$ cat config.mk
export PLATFORM = sky130hd
export DESIGN_NAME = regfile_loader
export DESIGN_NICKNAME = d
export VERILOG_FILES = /design/src/rtl/regfile_loader.sv
export SDC_FILE = /design/constraint.sdc
export NUM_CORES = 1
export LEC_CHECK = 0
export ABC_AREA = 1
export BUFFER_PORTS_ARGS = -buffer_cell sky130_fd_sc_hd__buf_4
export CAP_MARGIN = 15
export CORE_ASPECT_RATIO = 0.8
export CORE_UTILIZATION = 52
export DETAILED_ROUTE_END_ITERATION = 8
export PLACE_DENSITY = 0.85
export SYNTH_ARGS = -nofsm -noshare
export SYNTH_HDL_FRONTEND = slang
export SYNTH_SLANG_ARGS = --single-unit
$ cat constraint.sdc
create_clock -name clk_i -period 1.9 [get_ports clk_i]
set_input_delay 0.19 -clock clk_i [delete_from_list [all_inputs] [get_ports clk_i]]
set_output_delay 0.19 -clock clk_i [all_outputs]
set_load 0.01 [all_outputs]
$ cat src/rtl/regfile_loader.sv
`default_nettype none
// ============================================================================
//  Module   : regfile_loader
//  Purpose  : Front-end controller for a DEPTH x WIDTH register file and its
//             min/sum scan engine. It takes one frame of DEPTH bytes from a
//             valid/ready stream and writes it to addresses 0..DEPTH-1. It
//             then pulses go to the engine and waits for a rising edge on
//             done. The engine's min/sum results are captured and offered on
//             a result valid/ready port.
//  Revision : 1.0  initial release
// ----------------------------------------------------------------------------
//  Ports
//    clk_i        in   1       clock, rising edge active
//    rst_ni       in   1       asynchronous reset, active low
//    in_valid_i   in   1       input byte valid
//    in_data_i    in   WIDTH   input byte
//    in_ready_o   out  1       byte can be accepted this cycle
//    w_en_o       out  1       register-file write enable (registered)
//    w_addr_o     out  ADDR_W  register-file write address
//    w_data_o     out  WIDTH   register-file write data
//    go_o         out  1       single-cycle start pulse to scan engine
//    done_i       in   1       engine finished (level, rising edge used)
//    min_in_i     in   RES_W   engine minimum, valid while done_i high
//    sum_in_i     in   RES_W   engine sum, valid while done_i high
//    res_valid_o  out  1       captured result available
//    res_ready_i  in   1       consumer takes the result
//    res_min_o    out  RES_W   captured minimum
//    res_sum_o    out  RES_W   captured sum
//    busy_o       out  1       low only when idle in LOAD with count 0
// ============================================================================
module regfile_loader #(
  parameter int DEPTH  = 16,
  parameter int WIDTH  = 8,
  parameter int ADDR_W = 4,
  parameter int RES_W  = 9
) (
  input  logic              clk_i,
  input  logic              rst_ni,
  input  logic              in_valid_i,
  input  logic [WIDTH-1:0]  in_data_i,
  output logic              in_ready_o,
  output logic              w_en_o,
  output logic [ADDR_W-1:0] w_addr_o,
  output logic [WIDTH-1:0]  w_data_o,
  output logic              go_o,
  input  logic              done_i,
  input  logic [RES_W-1:0]  min_in_i,
  input  logic [RES_W-1:0]  sum_in_i,
  output logic              res_valid_o,
  input  logic              res_ready_i,
  output logic [RES_W-1:0]  res_min_o,
  output logic [RES_W-1:0]  res_sum_o,
  output logic              busy_o
);

  typedef enum logic [2:0] {
    S_LOAD   = 3'd0,
    S_FLUSH  = 3'd1,
    S_START  = 3'd2,
    S_WAIT   = 3'd3,
    S_RESULT = 3'd4
  } state_t;

  localparam logic [ADDR_W-1:0] LAST_IDX = ADDR_W'(DEPTH - 1);

  state_t             state_q, state_d;
  logic [ADDR_W-1:0]  count_q, count_d;
  logic               done_q;
  logic               arm_q;
  logic               w_en_q, w_en_d;
  logic [ADDR_W-1:0]  w_addr_q, w_addr_d;
  logic [WIDTH-1:0]   w_data_q, w_data_d;
  logic [RES_W-1:0]   res_min_q, res_min_d;
  logic [RES_W-1:0]   res_sum_q, res_sum_d;
  logic               accept;
  logic               done_rise;

  // arm_q keeps in_ready low while reset is asserted and releases it on the
  // first clock edge after reset deasserts, so the reset net never feeds
  // synchronous logic directly.
  assign in_ready_o = (state_q == S_LOAD) && arm_q;
  assign accept     = in_valid_i && in_ready_o;

  // Only a fresh rising edge counts; a done level left high by the previous
  // frame is filtered out because done_q is already high.
  assign done_rise  = done_i && !done_q;

  // --------------------------------------------------------------------------
  // State and datapath registers
  // --------------------------------------------------------------------------
  always_ff @(posedge clk_i or negedge rst_ni) begin
    if (!rst_ni) begin
      state_q   <= S_LOAD;
      count_q   <= '0;
      done_q    <= 1'b0;
      arm_q     <= 1'b0;
      w_en_q    <= 1'b0;
      w_addr_q  <= '0;
      w_data_q  <= '0;
      res_min_q <= '0;
      res_sum_q <= '0;
    end else begin
      state_q   <= state_d;
      count_q   <= count_d;
      done_q    <= done_i;
      arm_q     <= 1'b1;
      w_en_q    <= w_en_d;
      w_addr_q  <= w_addr_d;
      w_data_q  <= w_data_d;
      res_min_q <= res_min_d;
      res_sum_q <= res_sum_d;
    end
  end

  // --------------------------------------------------------------------------
  // Next-state and datapath logic
  // --------------------------------------------------------------------------
  always_comb begin
    state_d   = state_q;
    count_d   = count_q;
    w_en_d    = 1'b0;
    w_addr_d  = w_addr_q;
    w_data_d  = w_data_q;
    res_min_d = res_min_q;
    res_sum_d = res_sum_q;

    case (state_q)
      S_LOAD: begin
        if (accept) begin
          // Accepted byte goes into the write stage; it shows on the bus
          // in the following cycle.
          w_en_d   = 1'b1;
          w_addr_d = count_q;
          w_data_d = in_data_i;
          // count wraps to 0 naturally after the last entry.
          count_d  = count_q + ADDR_W'(1);
          if (count_q == LAST_IDX) begin
            state_d = S_FLUSH;
          end
        end
      end

      // Last write is on the bus during FLUSH; go follows in START so the
      // engine never sees go alongside a pending write.
      S_FLUSH: state_d = S_START;

      S_START: state_d = S_WAIT;

      S_WAIT: begin
        if (done_rise) begin
          res_min_d = min_in_i;
          res_sum_d = sum_in_i;
          state_d   = S_RESULT;
        end
      end

      S_RESULT: begin
        if (res_ready_i) begin
          state_d = S_LOAD;
        end
      end

      default: state_d = S_LOAD;
    endcase
  end

  // --------------------------------------------------------------------------
  // Outputs
  // --------------------------------------------------------------------------
  assign w_en_o      = w_en_q;
  assign w_addr_o    = w_addr_q;
  assign w_data_o    = w_data_q;
  assign go_o        = (state_q == S_START);
  assign res_valid_o = (state_q == S_RESULT);
  assign res_min_o   = res_min_q;
  assign res_sum_o   = res_sum_q;
  assign busy_o      = !((state_q == S_LOAD) && (count_q == '0));

endmodule
`default_nettype wire

==> impl_summary.txt, run 1 <==
----------------------------------------------------
[Clock tree]
  Clk Latency, worst-skew pair ... 280 ps
  Clock tree from TritonCTS ... built
  CTS clk-pin slew, worst paths ... 70 ps
  Clk sinks ... 40
  Clock buffers created by TritonCTS ... 5
  Number of buffers on the longest clock path ... 2
  Number of levels in the clock H-tree ... 2
  Master cell of the clock root buffer ... sky130_fd_sc_hd__clkbuf_8

[STA]
  Count of final hold-check violations ... 0
  Slack of the critical path ... 385 ps
  Min Hold Slack ... 46.0 ps
  Fraction of the cycle the final worst path needs ... 79.7%
  RSZ-0062 raised after global routing ... false
  Max Clock Skew ... 5.45 ps
  Setup_tns ... 0 ps
  Highest clock frequency the design can meet ... 0.660 GHz
  Count of final setup violators ... 0
  Fin. max-slew vios ... 0
  Fin crit period ... 1510 ps

[Die]
  Core ar. ... 0.00315 mm2
  Die Y ... 54.2 um
  Total die area ... 0.00364 mm2
  Starting Density ... 56.1%
  Ports placed on the boundary ... 66
  Die Width ... 67.2 um
  Standard-cell rows ... 18

[Synth]
  Gate count after technology mapping ... 183
  Number of warnings printed during yosys synthesis ... 0
  Ys flop type ... sky130_fd_sc_hd__dfrtp_1
  Register bit count reported by yosys ... 40
  Summed instance area of the synthesized netlist ... 0.00177 mm2
  Count leader, synth ... sky130_fd_sc_hd__nand2_1
  Top post-synthesis cells by area ... sky130_fd_sc_hd__dfrtp_1 57%, sky130_fd_sc_hd__nand2_1 12%, sky130_fd_sc_hd__inv_1 6.4%, sky130_fd_sc_hd__o21ai_2 4.0%, sky130_fd_sc_hd__o21ai_1 3.4%
  Cell accounting for the most synthesized area ... sky130_fd_sc_hd__dfrtp_1
  Synth top cells by count ... 56 x sky130_fd_sc_hd__nand2_1, 40 x sky130_fd_sc_hd__dfrtp_1, 30 x sky130_fd_sc_hd__inv_1
  Distinct cell type count of the synthesized netlist ... 24
  EDFF count, synth ... 0
  Fraction of synthesized cell area taken by the top area cell type ... 56.6%
  Avg Inst Size Synth ... 9.66 um2
  Share of synthesized registers carrying an async set or reset ... 100%
  Net Count, Synth ... 216
  Register area share after synthesis ... 56.6%

[Pwr]
  Overall power of the completed layout ... 0.00347 W
  Part of the power in combinational logic ... 41.7%
  Clock network fraction of design power ... 16.3%
  Sw power ... 0.00125 W
  PwrDens ... 1480 mW/mm2
  Maximum resistive drop on vdd ... 0.000836 V
  P_leak ... 1.31 nW
  Switching share of power ... 36.1%
  Part of the total power dissipated in sequential elements ... 42.0%
  Internal Pwr Total ... 0.00222 W

[Routing]
  # DRC ... 0
  DRT iter0 DRCs ... 54
  Post-DRT Antenna Nets ... 0
  Overall via count from detail_route ... 1332
  Routed wire length ... 3.27 mm
  Number of detailed-routing iterations run before antenna repair ... 4
  Average routed wire per standard cell ... 11.2 um
  Avg Vias per Cell ... 4.56

[Setup path]
  WP data required ... 1710 ps
  Setup Crit Path Kind ... reg2out
  Max Fanout on Critical Path ... 3
  Slowest cell on the critical path ... sky130_fd_sc_hd__dfrtp_1
  Worst Setup Start Kind ... flop
  Type of element capturing the critical path ... primary output
  Slowest stage delay, CP ... 440 ps
  Cell-by-cell trace of the critical path ... nor2_4 > nand2_4 > inv_1 > nand4_1 > buf_4
  Crit path DAT ... 1320 ps

[Global routing]
  Number of global-route vias before repair ... 1223
  First-pass GRT wire length ... 5.27 mm
  All-Layer GR Usage ... 20.1%
  Number of antenna violations at the first check in global routing ... 0
  Total global routing overflow ... 0
  Maximum number of pins on one net before global-route repair ... 41

[Final layout]
  Number of diodes added for antenna fixing ... 0
  Area growth from synthesis to layout ... 32.4%
  Net count, final ... 284
  Fraction of final layout cells sized beyond drive strength 1 ... 35.3%

[Place]
  Routability congestion estimate ... 0.762
  Worst slack, placed ... 506 ps
  Port-buffer cells ... 65
  DPL Wire Length ... 2.41 mm

[Job]
  Count of maximum capacitance violations ... 0

[Status]
  Outcome ... finished clean

[Hold path]
  Type of the worst min-delay path ... in2reg

----------------------------------------------------
## repair_timing
item / CTS / global route
endpoints found under the setup margin: 0 / 0
hold endpoints to repair: 40 / 0
hold buffers: 1 / 0
setup buffers: 0 / 0
resized for setup: 0 / 0
## flip-flops by register name, indices dropped and copies added (netlist names)
name       cells
arm_q          1
count_q        4
done_q         1
res_min_o      9
res_sum_o      9
state_q        3
w_addr_o       4
w_data_o       8
w_en_o         1
## layout by cell type (no fill, tap or decap), types with 4 or more instances in the layout
cell type / count
sky130_fd_sc_hd__o21ai_2: 8
sky130_fd_sc_hd__clkbuf_8: 6
sky130_fd_sc_hd__nor2_1: 5
sky130_fd_sc_hd__o21ai_1: 12
sky130_fd_sc_hd__buf_4: 65
sky130_fd_sc_hd__nand3_1: 4
sky130_fd_sc_hd__inv_1: 30
sky130_fd_sc_hd__dfrtp_1: 40
sky130_fd_sc_hd__o21ai_0: 6
sky130_fd_sc_hd__nand2_1: 56
## metrics by stage
stage	util, %	instances	area [um2]
6_report	74.2	292	2340
5_1_grt	74.2	292	2340
4_1_cts	74.2	292	2340
3_5_place_dp	71.1	283	2240
3_3_place_gp	71.1	283	2240
2_1_floorplan	-	183	1770
## area by class of cell
cell class | instances | area, um2
Timing Repair Buffer | 66 | 498
Sequential cell | 40 | 1000
Tap cell | 40 | 50.0
Multi-Input combinational cell | 106 | 574
Clock buffer | 8 | 90.1
Fill cell | 250 | 812
Inverter | 32 | 128
## critical path, delay by kind of cell, from the launching register on
kind	cells	cell delay (ps)
simple gates	3	360
flops	1	440
buf+inv	2	250
## routing by layer
metal / track usage [%] / vias to the layer above / share of wire, %
li1: - / 686 / -
met1: 25.3 / 600 / 45
met2: 34.0 / 41 / 49
met3: 3.81 / 5 / 4.3
met4: 8.51 / 0 / 1.3
met5: 0 / - / 0
## worst paths after layout
| kind | startpoint | endpoint | slack, ps | cells past startpoint |
|---|---|---|---|---|
| worst max register to register | state_q[0] | res_sum_o[2] | 510 | 5 |
| worst min-delay path | done_i | done_q | 50 | 1 |
| worst max-delay path | state_q[1] | busy_o | 390 | 5 |
| min in group asynchronous | rst_ni | res_min_o[4] | 420 | 2 |
| worst min register to register | w_data_o[7] | w_data_o[7] | 490 | 2 |
| max in group asynchronous | rst_ni | w_data_o[7] | 1140 | 2 |
## logic make-up (layout without fill, tap and decap cells)
family,Yosys count,in the layout,synth area share [%]
xor+xnor,2,2,0.991
other cells,1,1,0.212
buf+inv,37,106,10.9
simple gates,75,75,20.8
compound gates,26,26,9.06
flops,40,40,56.6
fa+ha+maj,2,2,1.42
## power groups by stage
stage / registers (W) / logic [W] / clock network (W)
2_1_floorplan: 0.00158 / 0.000678 / 0
3_3_place_gp: 0.00146 / 0.00141 / 0
3_5_place_dp: 0.00147 / 0.00146 / 0
4_1_cts: 0.00146 / 0.00147 / 0.000579
5_1_grt: 0.00151 / 0.00161 / 0.000620
6_report: 0.00146 / 0.00145 / 0.000564
Power figures use the tool's default switching activity.
==> run 2, diff against run 1 <==
--- a/config.mk
+++ b/config.mk
@@ -9,9 +9,9 @@
 export BUFFER_PORTS_ARGS = -buffer_cell sky130_fd_sc_hd__buf_4
 export CAP_MARGIN = 15
 export CORE_ASPECT_RATIO = 0.8
-export CORE_UTILIZATION = 52
+export CORE_UTILIZATION = 48
 export DETAILED_ROUTE_END_ITERATION = 8
-export PLACE_DENSITY = 0.85
+export PLACE_DENSITY = 0.79
 export SYNTH_ARGS = -nofsm -noshare
 export SYNTH_HDL_FRONTEND = slang
 export SYNTH_SLANG_ARGS = --single-unit
==> constraint.sdc (replaced) <==
create_clock -name clk_i -period 1.4 [get_ports clk_i]
set_input_delay 0.14 -clock clk_i [delete_from_list [all_inputs] [get_ports clk_i]]
set_output_delay 0.14 -clock clk_i [all_outputs]
set_load 0.01 [all_outputs]
==> impl_summary.txt, run 2 (same netlist as run 1, synthesis figures left out) <==
----------------------------------------------------
[Status]
  Outcome ... finished clean

[Routing]
  Average routed wire per standard cell ... 11.3 um
  Avg Vias per Cell ... 4.53
  # DRC ... 0
  DRT iter0 DRCs ... 64
  Overall via count from detail_route ... 1359
  Total routed wire length on the met1 layer ... 1.55 mm
  Number of detailed-routing iterations run before antenna repair ... 4
  Met2 wire length ... 1.61 mm
  Post-DRT Antenna Nets ... 0
  Routed length on met3 ... 176 um
  Routed wire length ... 3.40 mm
  Max layer used ... met4

[Die]
  Core ar. ... 0.00347 mm2
  Total die area ... 0.00393 mm2
  Starting Density ... 50.9%
  Die Width ... 69.9 um
  Die Y ... 56.3 um
  Standard-cell rows ... 19
  Ports placed on the boundary ... 66

[Setup path]
  Critical register-to-register path startpoint ... state_q[1]
  Setup slack of the worst register-to-register path ... 120 ps
  Worst path bufs/invs ... 2
  Termination of the worst setup path ... busy_o
  Timing startpoint of the critical path ... state_q[1]
  Worst Setup Start Kind ... flop
  Slowest cell on the critical path ... sky130_fd_sc_hd__dfrtp_1
  WP data required ... 1260 ps
  Cell-by-cell trace of the critical path ... nor2_4 > nand2_4 > inv_2 > nand4_1 > buf_4
  Cell class contributing the biggest share of worst-path delay ... flip-flops
  Crit path DAT ... 1260 ps
  Type of element capturing the critical path ... primary output
  Crit path depth ... 5
  Max Fanout on Critical Path ... 3
  Reg2reg path depth ... 6
  Slowest stage delay, CP ... 420 ps
  Setup Crit Path Kind ... reg2out
  End of the worst register-to-register path ... count_q[2]

[Final layout]
  Area occupied by registers ... 0.00100 mm2
  Post-Layout Cell Count ... 300
  Area growth from synthesis to layout ... 37.7%
  Most used cells in the layout excluding fill and tap cells ... 67 x sky130_fd_sc_hd__buf_4, 56 x sky130_fd_sc_hd__nand2_1, 38 x sky130_fd_sc_hd__dfrtp_1
  Net count, final ... 290
  Fill count ... 302
  Number of diodes added for antenna fixing ... 0
  Combined area of the multi-input logic cells ... 577 um2
  Most common cell after layout, fill and taps aside ... sky130_fd_sc_hd__buf_4
  Fraction of final layout cells sized beyond drive strength 1 ... 39.1%
  Final Cell Area ... 0.00243 mm2

[STA]
  Highest clock frequency the design can meet ... 0.717 GHz
  Fin crit period ... 1400 ps
  Max Clock Skew ... 8.64 ps
  Count of final setup violators ... 0
  RSZ-0062 raised after global routing ... true
  Fin. max-slew vios ... 0
  Count of final hold-check violations ... 0
  Fraction of the cycle the final worst path needs ... 99.7%

[Pwr]
  P_leak ... 1.35 nW
  Switching share of power ... 34.9%
  PwrDens ... 2050 mW/mm2
  Maximum resistive drop on vdd ... 0.00113 V
  Part of the power in combinational logic ... 42.3%
  Part of the total power dissipated in sequential elements ... 39.5%
  Clock network fraction of design power ... 18.2%
  Internal Pwr Total ... 0.00324 W
  Sw power ... 0.00174 W

[Global routing]
  First-pass GRT wire length ... 5.78 mm
  Maximum number of pins on one net before global-route repair ... 41
  Number of antenna violations at the first check in global routing ... 0
  All-Layer GR Usage ... 19.3%
  Total global routing overflow ... 0
  Number of global-route vias before repair ... 1336

[Clock tree]
  Clk sinks ... 40
  Master cell of the clock root buffer ... sky130_fd_sc_hd__clkbuf_8
  CTS clk-pin slew, worst paths ... 70 ps
  Clk Latency, worst-skew pair ... 290 ps
  Clock tree from TritonCTS ... built
  Clock buffers created by TritonCTS ... 5
  Number of buffers on the longest clock path ... 2
  Number of levels in the clock H-tree ... 2

[Place]
  Post-placement cell count ... 286
  Port-buffer cells ... 65
  DPL Wire Length ... 2.38 mm
  Cell area reported after detailed placement ... 0.00226 mm2
  Routability congestion estimate ... 0.772

[Hold path]
  Type of the worst min-delay path ... in2reg

[Job]
  Count of maximum capacitance violations ... 0

----------------------------------------------------
==> run 2: cell count changes in the layout (fill, tap and decap cells not counted), sizes merged <==
cell | before | now
buf | 65 | 70
dlygate4sd3 | 1 | 2
bufinv | 0 | 1
clkinv | 0 | 1
clkbuf | 8 | 6
==> run 2: area by class of cell <==
type,count,share of cell area (%)
clock inverters,2,1.44
repair buffers,72,23.2
flip-flops and latches,40,41.2
inverters,32,5.24
well taps,42,2.16
multi-input cells,106,23.7
clock buffers,6,2.98
==> run 2: power groups by stage <==
stage	combinational [W]	clock [W]	sequential, W
6_report	0.00211	0.000908	0.00197
5_1_grt	0.00234	0.000986	0.00203
4_1_cts	0.00208	0.000933	0.00197
3_5_place_dp	0.00200	0	0.00199
3_3_place_gp	0.00196	0	0.00197
2_1_floorplan	0.000921	0	0.00214
==> run 2: worst min path at each step <==
| stage | start | to | slack (ps) | cells after the start |
|---|---|---|---|---|
| 5_1_grt | in_data_i[4] | w_data_o[4] | 30 | 3 |
| 3_3_place_gp | rst_ni | res_min_o[0] | 140 | 1 |
| 6_report | in_data_i[1] | w_data_o[1] | 40 | 3 |
| 2_1_floorplan | rst_ni | arm_q | -160 | 0 |
| 3_5_place_dp | rst_ni | res_min_o[0] | 140 | 1 |
| 4_1_cts | in_data_i[4] | w_data_o[4] | 30 | 3 |
==> run 2: per-stage QoR <==
step	total power, W	setup TNS (ps)	utilization (%)	hold slack (ps)	setup WS (ps)
after floorplan	0.00306	0	-	-156	192
after global placement	0.00393	0	65.2	141	185
after detailed placement	0.00398	0	65.2	145	140
after CTS	0.00498	0	69.6	32.6	11.1
after global routing	0.00536	-108	70.1	26.7	-64.8
final	0.00498	0	70.1	40.1	4.77
==> run 2: tightest hold or removal path, cell delays in order <==
cell                      delay, ps
sky130_fd_sc_hd__buf_4           70
sky130_fd_sc_hd__nand2_1         40
sky130_fd_sc_hd__nand2_1         40
==> run 2: what timing repair did <==
item / 4_1_cts / 5_1_grt
hold buffers: 2 / 0
endpoints found under the setup margin: 1 / 3
buffers inserted: 3 / 1
pin swaps: 1 / 3
gates resized for setup: 3 / 5
endpoints found under the hold margin: 41 / 0
==> run 2: routing by layer <==
layer | vias to the layer above | GRT usage [%]
met5 | - | 0
met4 | 0 | 6.86
met3 | 6 | 7.00
met2 | 41 | 30.6
met1 | 613 | 24.4
li1 | 699 | -
